`src/rtl/tcm_dport_arbiter.sv`:
```
// Shares the TCM store-buffer port between LSU and DBG. Grants and strobes are combinational in cycle N, and rvalid/err follow in N+1.
// Backpressure: a requester holds req until granted. LSU has priority, and DBG escapes starvation after STARVE_LIMIT lost cycles.
module tcm_dport_arbiter #(
    parameter int ADDR_WIDTH   = 32,
    parameter int DATA_WIDTH   = 32,
    parameter int SIZE_WIDTH   = 3,
    parameter int STARVE_LIMIT = 4
) (
    input  logic                  clk,
    input  logic                  rst,

    input  logic                  lsu_req,
    input  logic                  lsu_we,
    input  logic [ADDR_WIDTH-1:0] lsu_addr,
    input  logic [SIZE_WIDTH-1:0] lsu_size,
    input  logic [DATA_WIDTH-1:0] lsu_wdata,
    output logic                  lsu_gnt,
    output logic                  lsu_rvalid,
    output logic [DATA_WIDTH-1:0] lsu_rdata,
    output logic                  lsu_err,

    input  logic                  dbg_req,
    input  logic                  dbg_we,
    input  logic [ADDR_WIDTH-1:0] dbg_addr,
    input  logic [SIZE_WIDTH-1:0] dbg_size,
    input  logic [DATA_WIDTH-1:0] dbg_wdata,
    input  logic                  dbg_lock,
    output logic                  dbg_gnt,
    output logic                  dbg_rvalid,
    output logic [DATA_WIDTH-1:0] dbg_rdata,
    output logic                  dbg_err,

    output logic [ADDR_WIDTH-1:0] bus_tcm_stbuf_read_addr,
    output logic [ADDR_WIDTH-1:0] bus_tcm_stbuf_write_addr,
    output logic [SIZE_WIDTH-1:0] bus_tcm_stbuf_read_size,
    output logic [SIZE_WIDTH-1:0] bus_tcm_stbuf_write_size,
    output logic [DATA_WIDTH-1:0] bus_tcm_stbuf_data,
    output logic                  bus_tcm_stbuf_rd,
    output logic                  bus_tcm_stbuf_wr,
    input  logic [DATA_WIDTH-1:0] tcm_bus_stbuf_data
);

    localparam int CNT_W = $clog2(STARVE_LIMIT + 1);

    typedef enum logic {
        ARB,
        DBG_LOCKED
    } state_t;

    typedef struct packed {
        logic                  vld;
        logic                  err;
        logic                  owner_dbg;
        logic [SIZE_WIDTH-1:0] size;
    } resp_t;

    state_t           state;
    logic [CNT_W-1:0] starve_cnt;
    resp_t            resp_q;
    resp_t            resp_d;

    logic                  arb_mode;
    logic                  dbg_force;
    logic                  lsu_win;
    logic                  dbg_win;
    logic                  any_win;
    logic                  any_gnt;
    logic                  sel_we;
    logic [ADDR_WIDTH-1:0] sel_addr;
    logic [SIZE_WIDTH-1:0] sel_size;
    logic [DATA_WIDTH-1:0] sel_wdata;
    logic                  legal;
    logic [DATA_WIDTH-1:0] rmask;
    logic [DATA_WIDTH-1:0] rdata_masked;

    // A locked cycle that drops dbg_lock arbitrates as a normal ARB cycle.
    always_comb begin
        arb_mode  = (state == ARB) || !dbg_lock;
        dbg_force = (starve_cnt == CNT_W'(STARVE_LIMIT));
        dbg_win   = 1'b0;
        lsu_win   = 1'b0;
        if (arb_mode) begin
            dbg_win = dbg_req && (!lsu_req || dbg_force);
            lsu_win = lsu_req && !dbg_win;
        end else begin
            dbg_win = dbg_req;
        end
        any_win = lsu_win || dbg_win;
    end

    assign lsu_gnt = lsu_win && rst;
    assign dbg_gnt = dbg_win && rst;
    assign any_gnt = lsu_gnt || dbg_gnt;

    always_comb begin
        sel_we    = dbg_win ? dbg_we    : lsu_we;
        sel_addr  = dbg_win ? dbg_addr  : lsu_addr;
        sel_size  = dbg_win ? dbg_size  : lsu_size;
        sel_wdata = dbg_win ? dbg_wdata : lsu_wdata;
        legal     = (sel_size == SIZE_WIDTH'(1))
                 || ((sel_size == SIZE_WIDTH'(2)) && !sel_addr[0])
                 || ((sel_size == SIZE_WIDTH'(4)) && (sel_addr[1:0] == 2'b00));
    end

    always_comb begin
        bus_tcm_stbuf_rd         = any_gnt && !sel_we && legal;
        bus_tcm_stbuf_wr         = any_gnt &&  sel_we && legal;
        bus_tcm_stbuf_read_addr  = bus_tcm_stbuf_rd ? sel_addr  : '0;
        bus_tcm_stbuf_read_size  = bus_tcm_stbuf_rd ? sel_size  : '0;
        bus_tcm_stbuf_write_addr = bus_tcm_stbuf_wr ? sel_addr  : '0;
        bus_tcm_stbuf_write_size = bus_tcm_stbuf_wr ? sel_size  : '0;
        bus_tcm_stbuf_data       = bus_tcm_stbuf_wr ? sel_wdata : '0;
    end

    always_comb begin
        resp_d           = '0;
        resp_d.vld       = any_win && !sel_we && legal;
        resp_d.err       = any_win && !legal;
        resp_d.owner_dbg = dbg_win;
        resp_d.size      = sel_size;
    end

    always_ff @(posedge clk or negedge rst) begin
        if (!rst) begin
            state      <= ARB;
            starve_cnt <= '0;
            resp_q     <= '0;
        end else begin
            resp_q <= resp_d;
            if (dbg_lock && ((state == DBG_LOCKED) || dbg_win)) begin
                state <= DBG_LOCKED;
            end else begin
                state <= ARB;
            end
            // The counter is frozen while the port is locked to DBG.
            if (arb_mode) begin
                if (dbg_win) begin
                    starve_cnt <= '0;
                end else if (dbg_req && !dbg_force) begin
                    starve_cnt <= starve_cnt + CNT_W'(1);
                end
            end
        end
    end

    always_comb begin
        case (resp_q.size)
            SIZE_WIDTH'(1): rmask = DATA_WIDTH'(8'hFF);
            SIZE_WIDTH'(2): rmask = DATA_WIDTH'(16'hFFFF);
            default:        rmask = '1;
        endcase
        rdata_masked = tcm_bus_stbuf_data & rmask;
    end

    assign lsu_rvalid = resp_q.vld && !resp_q.owner_dbg;
    assign dbg_rvalid = resp_q.vld &&  resp_q.owner_dbg;
    assign lsu_err    = resp_q.err && !resp_q.owner_dbg;
    assign dbg_err    = resp_q.err &&  resp_q.owner_dbg;
    assign lsu_rdata  = lsu_rvalid ? rdata_masked : '0;
    assign dbg_rdata  = dbg_rvalid ? rdata_masked : '0;

endmodule
```
`config.mk`:
```
export PLATFORM = sky130hd
export DESIGN_NAME = tcm_dport_arbiter
export DESIGN_NICKNAME = d
export VERILOG_FILES = /design/src/rtl/tcm_dport_arbiter.sv
export SDC_FILE = /design/constraint.sdc
export NUM_CORES = 1
export LEC_CHECK = 0
export ABC_AREA = 1
export CAP_MARGIN = 20
export CORE_AREA = 2 2 135 137
export DETAILED_ROUTE_END_ITERATION = 8
export DIE_AREA = 0 0 137 139
export DONT_BUFFER_PORTS = 1
export GPL_TIMING_DRIVEN = 1
export PLACE_DENSITY_LB_ADDON = 0.12
export SLEW_MARGIN = 20
export SYNTH_ARGS = -nofsm -noshare
export SYNTH_HDL_FRONTEND = slang
export SYNTH_SLANG_ARGS = --single-unit
```
`constraint.sdc`:
```
create_clock -name clk -period 2.6 [get_ports clk]
set_clock_uncertainty 0.1 [all_clocks]
set_input_delay 0.39 -clock clk [delete_from_list [all_inputs] [get_ports clk]]
set_output_delay 0.39 -clock clk [all_outputs]
set_load 0.1 [all_outputs]
```
# After elaboration in Yosys (flattened, before gate mapping)
# Index checks and enable logic that the tools add are counted.
[word_totals] register_bits=10 in_bits=173
[classes] reduce_logical=37 n_eq_ne=6 mux=17 n_bitwise=2 n_addsub=1
[ops] cell="32-bit 2-to-1 mux" count=7
[ops] cell="32-bit case mux with 2 select lines" count=1
[ops] cell="32-bit bitwise AND" count=1
[ops] cell="1-bit logical AND" count=19
[ops] cell="3-bit 2-to-1 mux" count=5
[ops] cell="1-bit logical NOT" count=8
[ops] cell="1-bit logical OR" count=7
[ops] cell="3-bit by 1-bit equality test with 1-bit output (second input constant)" count=2
[ops] cell="3-bit by 2-bit equality test with 1-bit output (second input constant)" count=2
[ops] cell="3-bit equality test (second input constant)" count=2
[ops] cell="1-bit 2-to-1 mux" count=4
[ops] cell="3-bit by 1-bit adder with 3-bit output (second input constant)" count=1
[ops] cell="2-bit logical NOT" count=1
[ops] cell="2-bit AND reduction" count=1
[ops] cell="2-bit nonzero test" count=1
[ops] cell="1-bit inverter" count=1

# Depth between registers and ports, before layout
[depth] ltp_word=11 mapped_depth=15 mapped_depth_nobuf=13

# Worst setup path after synthesis
# No wires, ideal clock.
[synth_timing] path_type="register -> output" startpoint="reg resp_q[3] in the netlist's numbering" endpoint="out lsu_rdata[10]" t_arrival_ps=4334 stages_incl_launch_ff=5 n_path_buf=1 slack_ps=-2224 path_cell_list="dfrtp_1 nor2_1 inv_1 clkbuf_1 nor3_1"
[synth_via] elab_chain_cells=3
[synth_rtl] element="from (decl)" line_no="59" source="resp_t resp_q;"
[synth_rtl] element="from (signal assigned)" line_no="129" source="resp_q <= resp_d;"
[synth_rtl] element="1-bit logical NOT" line_no="155" source="assign lsu_rvalid = resp_q.vld && !resp_q.owner_dbg;"
[synth_rtl] element="1-bit logical AND" line_no="155"
[synth_rtl] element="named net lsu_rvalid" line_no="18" source="output logic lsu_rvalid,"
[synth_rtl] element="32-bit 2-to-1 mux" line_no="159" source="assign lsu_rdata = lsu_rvalid ? rdata_masked : '0;"
[synth_rtl] element="to (decl)" line_no="19" source="output logic [DATA_WIDTH-1:0] lsu_rdata,"
# The timed path passes the listed nets, and every way through them passes these cells.

# Worst setup path after layout
[layout_timing] startpoint="reg starve_cnt[0]" endpoint="out bus_tcm_stbuf_write_addr[13]"
[layout_via] elab_chain_cells=11
[layout_rtl] element="from (decl)" line_no="58" source="logic [CNT_W-1:0] starve_cnt;"
[layout_rtl] element="from (signal assigned)" line_no="140" source="starve_cnt <= starve_cnt + CNT_W'(1);"
[layout_rtl] element="3-bit equality test *" line_no="79" source="dbg_force = (starve_cnt == CNT_W'(STARVE_LIMIT));"
[layout_rtl] element="1-bit logical OR *" line_no="83" source="dbg_win = dbg_req && (!lsu_req || dbg_force);"
[layout_rtl] element="1-bit logical AND *" line_no="83"
[layout_rtl] element="1-bit 2-to-1 mux / 1-bit logical NOT (equally long branches)" line_no="82, 84"
[layout_rtl] element="3-bit 2-to-1 mux, or another cell as far along" line_no="98" source="sel_size = dbg_win ? dbg_size : lsu_size;"
[layout_rtl] element="3-bit by 2-bit equality test with 1-bit output, or another cell as far along" line_no="101" source="|| ((sel_size == SIZE_WIDTH'(2)) && !sel_addr[0])"
[layout_rtl] element="1-bit logical AND, on equally long branches" line_no="101, 91"
[layout_rtl] element="1-bit logical OR, on equally long branches" line_no="101, 93"
[layout_rtl] element="1-bit logical OR / 1-bit logical AND (equally long branches)" line_no="102, 107"
[layout_rtl] element="1-bit logical AND" line_no="107" source="bus_tcm_stbuf_wr = any_gnt && sel_we && legal;"
[layout_rtl] element="32-bit 2-to-1 mux *" line_no="110" source="bus_tcm_stbuf_write_addr = bus_tcm_stbuf_wr ? sel_addr : '0;"
[layout_rtl] element="to (decl)" line_no="34" source="output logic [ADDR_WIDTH-1:0] bus_tcm_stbuf_write_addr,"
# Mark *: on every way between the ends. The rest lies on a longest branch, timed or not.

==> flow_summary_export.csv <==
group,metric,value,unit
die,width_of_the_die,137,µm
run_status,status,"finished with violations",
detailed_routing,route.vias.total,3737,
clocking,ctsLongestPathBuffers,2,
yosys,post_synth_inst_count,481,
layout,post_route_cells_drive_above_1_share,63.86,%
detailed_routing,initialDrtViolationCount,65,
timing,fin_worst_hold_slack,0.1740,ns
worst_setup_path,type_of_element_launching_the_critical_path,"flip-flop",
global_routing,grtUsageTotal,15.06,%
place,gpl.final_weighted_congestion,0.8455,
layout,nNetsFinal,840,
timing,finalHoldViolCount,0,
timing,maxSlewHeadroom,38.44,%
detailed_routing,route.antenna.remaining_nets,0,
global_routing,grt_start_max_net_pins,63,
worst_setup_path,req_time_crit_path,2.11,ns
timing,finalMaxSlewViolations,0,
yosys,synth_area_leader_cell,"sky130_fd_sc_hd__nand2_1",
die,coreArea,17660,µm²
clocking,clock_tree_from_tritoncts,"built",
die,ios,347,
yosys,synth.area.top_cells,"sky130_fd_sc_hd__nand2_1 17%, sky130_fd_sc_hd__nor2_1 16%, sky130_fd_sc_hd__inv_1 12%",
place,detailed_place_hpwl,12680,µm
flow_run,drv.max_cap_violation_count,0,
detailed_routing,drcViolationCount,0,
worst_setup_path,timing.critical_path.max_delay_family,"simple AND/OR/NAND/NOR gates",
die,floorplan.die_area,19040,µm²
clocking,cts_sinks,10,
detailed_routing,vias_per_cell,4.185,
power,pwr_density_cell,293.5,nW/µm²
worst_setup_path,crit_path_top_delay_cell,"sky130_fd_sc_hd__dfrtp_1",
timing,setup_viol,104,
run_status,violations_in_the_final_reports,"setup timing",
clocking,cts_max_level,1,
detailed_routing,wl_per_cell,17.00,µm
yosys,post_synth.cell_area_avg,5.239,µm²
worst_setup_path,timing.critical_path.arrival,2.38,ns
die,start_util,14.27,%
worst_setup_path,critPathMaxFanout,10,
yosys,synth_top_area_share,17.28,%
clocking,cts.reportedPaths.clkPinSlew,0.04,ns
timing,worst_margin_slew,0.9234,ns
detailed_routing,first_pass_iters,4,
timing,tcrit_tclk_final,110.2,%
power,p_total,0.002221,W
timing,final_period_minus_worst_setup_slack,2.866,ns
yosys,yosysSeqAreaShare,9.930,%
yosys,mappedNetlistNets,656,
power,worst_ir_drop_vdd,0.0002380,V
place,numPortBuffers,0,
global_routing,grt_pass1_wl,22410,µm
worst_hold_path,min-delay-path-class,"in2reg",
worst_setup_path,timing.critical_path.cells,"inv_2, ha_4, nand2_4, nand3_4, nand3b_1, nand2_4, a21oi_2, nand2_2, nand2_4, nand2_8, buf_16, nor2_2, buf_12",
yosys,ys_warns,0,
worst_setup_path,critPathMostFrequentCell,"sky130_fd_sc_hd__nand2_4",
timing,rsz0062_at_grt,"yes",
detailed_routing,finalWirelength,15180,µm
power,power.static_leakage,3.329,nW
clocking,clock_insertion_delay_worst_skew,0.23,ns
timing,clock.fmax,348.9,MHz
worst_setup_path,cp.buffers_inverters,3,
yosys,netlist_area,2520,µm²
yosys,synth_seq_cells,10,
worst_setup_path,cp-end-kind,"output pin",
die,fp.dieH,139,µm
clocking,cts-root-buf,"sky130_fd_sc_hd__clkbuf_16",
layout,postLayoutCoreUtil,42.86,%
global_routing,first_global_vias,3920,
timing,final_critical_path_setup_slack,-0.2661,ns
worst_setup_path,critPathMaxStageDelay,0.38,ns
layout,n_antenna_cell,0,
global_routing,globalRoute.totalOverflow,0,
die,number_of_rows_in_the_core_area,49,
worst_setup_path,worstSetupPathType,"reg2out",
clocking,number_of_buffers_created_by_cts,3,
global_routing,number_of_antenna_violations_at_the_first_check_in_global_routing,0,
layout,flow.area_growth_from_synthesis,200.3,%
yosys,yosys.cell_types.count,24,
routing by layer:
| metal | GRT usage (%) | vias up | wire length [µm] |
|---|---|---|---|
| met5 | 0 | - | 0 |
| met4 | 1.628 | 0 | 114 |
| met3 | 6.213 | 8 | 1680 |
| met2 | 29.85 | 192 | 8656 |
| met1 | 14.66 | 1724 | 4732 |
| li1 | - | 1813 | - |
Yosys cell counts, drive strengths merged:
cell type and number:
nand2 127, nor2 126, inv 87, nor3 50, mux2i 30, buf 17, clkbuf 14, dfrtp 10
a21oi 6, nand3 4, o21ai 3, ha 2, nand3b 2, o21a 1, o21bai 1, xor2 1
path summary, 6_finish.rpt:
kind / end / depth (start not counted) / from / slack (ns)
hold / removal: state$_DFF_PN0_ / 1 / dbg_lock / 0.17
min in group asynchronous: state$_DFF_PN0_ / 1 / rst / 0.45
setup / recovery: bus_tcm_stbuf_write_addr[13] / 13 / starve_cnt[0]$_DFFE_PN0P_ / -0.27
hold reg to reg: state$_DFF_PN0_ / 1 / state$_DFF_PN0_ / 0.46
max in group asynchronous: resp_q[3]$_DFF_PN0_ / 1 / rst / 1.62
setup reg to reg: resp_q[4]$_DFF_PN0_ / 13 / starve_cnt[0]$_DFFE_PN0P_ / 0.63
kinds of logic (layout without fill, tap and decap cells):
kind of cell	count (synthesis)	after routing	share of synthesized area (%)
AOI/OAI and AO/OA	11	11	2.533
xor gates and xnor gates	1	1	0.3476
adders and majority gates	2	2	0.9929
buffers and inverters	118	300	19.41
DFF	10	10	9.930
muxes	30	30	11.92
and+or+nand+nor	309	310	54.87
where the power goes:
part,switching [W],total [W],internal [W]
registers,0.0000213,0.000198,0.000177
logic,0.00118,0.00172,0.000535
clock network,0.0000739,0.000305,0.000232
total,0.00128,0.00222,0.000943
what timing repair did:
item	4_1_cts	5_1_grt
endpoints found under the setup margin	104	104
pin swaps	2	2
gates cloned	2	2
endpoints found under the hold margin	10	0
hold buffers	1	0
setup buffers	8	2
resized for setup	46	33
cell type report:
class | count | area (µm²)
well taps | 229 | 286.5
multi-input cells | 354 | 3156
inverters | 87 | 331.6
flip-flops and latches | 10 | 250.2
fillers | 1666 | 10090
repair buffers | 209 | 3455
clock buffers | 4 | 88.84
registers in the layout (all words and copies together) (netlist names):
register    flops
resp_q          6
state           1
starve_cnt      3
through the flow:
stage	setup slack, ns	instance area, µm²	setup TNS (ns)	instances
global placement	-0.002349	6935	-0.002349	874
global route	-0.3913	7567	-36.68	893
detailed placement	-0.05811	6935	-0.7744	874
CTS	-0.2590	7357	-23.48	889
finish	-0.2661	7567	-23.29	893
floorplan	-0.7283	3379	-48.68	481
worst register-to-register path: cells and delay by family, from the launching register on:
| family | cells | cell delay [ns] |
|---|---|---|
| DFF | 1 | 0.38 |
| and+or+nand+nor | 9 | 0.92 |
| buffers and inverters | 3 | 0.33 |
| adders and majority gates | 1 | 0.16 |
cell usage in the layout (no fill, tap or decap), types with 2 or more instances in the layout:
cell,count
sky130_fd_sc_hd__mux2i_2,5
sky130_fd_sc_hd__nand2_8,3
sky130_fd_sc_hd__nor3_4,49
sky130_fd_sc_hd__clkbuf_16,4
sky130_fd_sc_hd__dfrtp_1,10
sky130_fd_sc_hd__nand2_4,9
sky130_fd_sc_hd__o21ai_0,2
sky130_fd_sc_hd__inv_1,80
sky130_fd_sc_hd__inv_2,5
sky130_fd_sc_hd__nor2_2,33
sky130_fd_sc_hd__nand3b_1,2
sky130_fd_sc_hd__nor2_4,90
sky130_fd_sc_hd__nand2_2,8
sky130_fd_sc_hd__buf_16,2
sky130_fd_sc_hd__nor2_1,3
sky130_fd_sc_hd__buf_4,58
sky130_fd_sc_hd__inv_4,2
sky130_fd_sc_hd__mux2i_1,25
sky130_fd_sc_hd__a21oi_2,2
sky130_fd_sc_hd__a21oi_1,4
sky130_fd_sc_hd__buf_12,145
sky130_fd_sc_hd__nand2_1,108
sky130_fd_sc_hd__nand3_1,2
No activity file was read; power rests on OpenSTA's default activity.
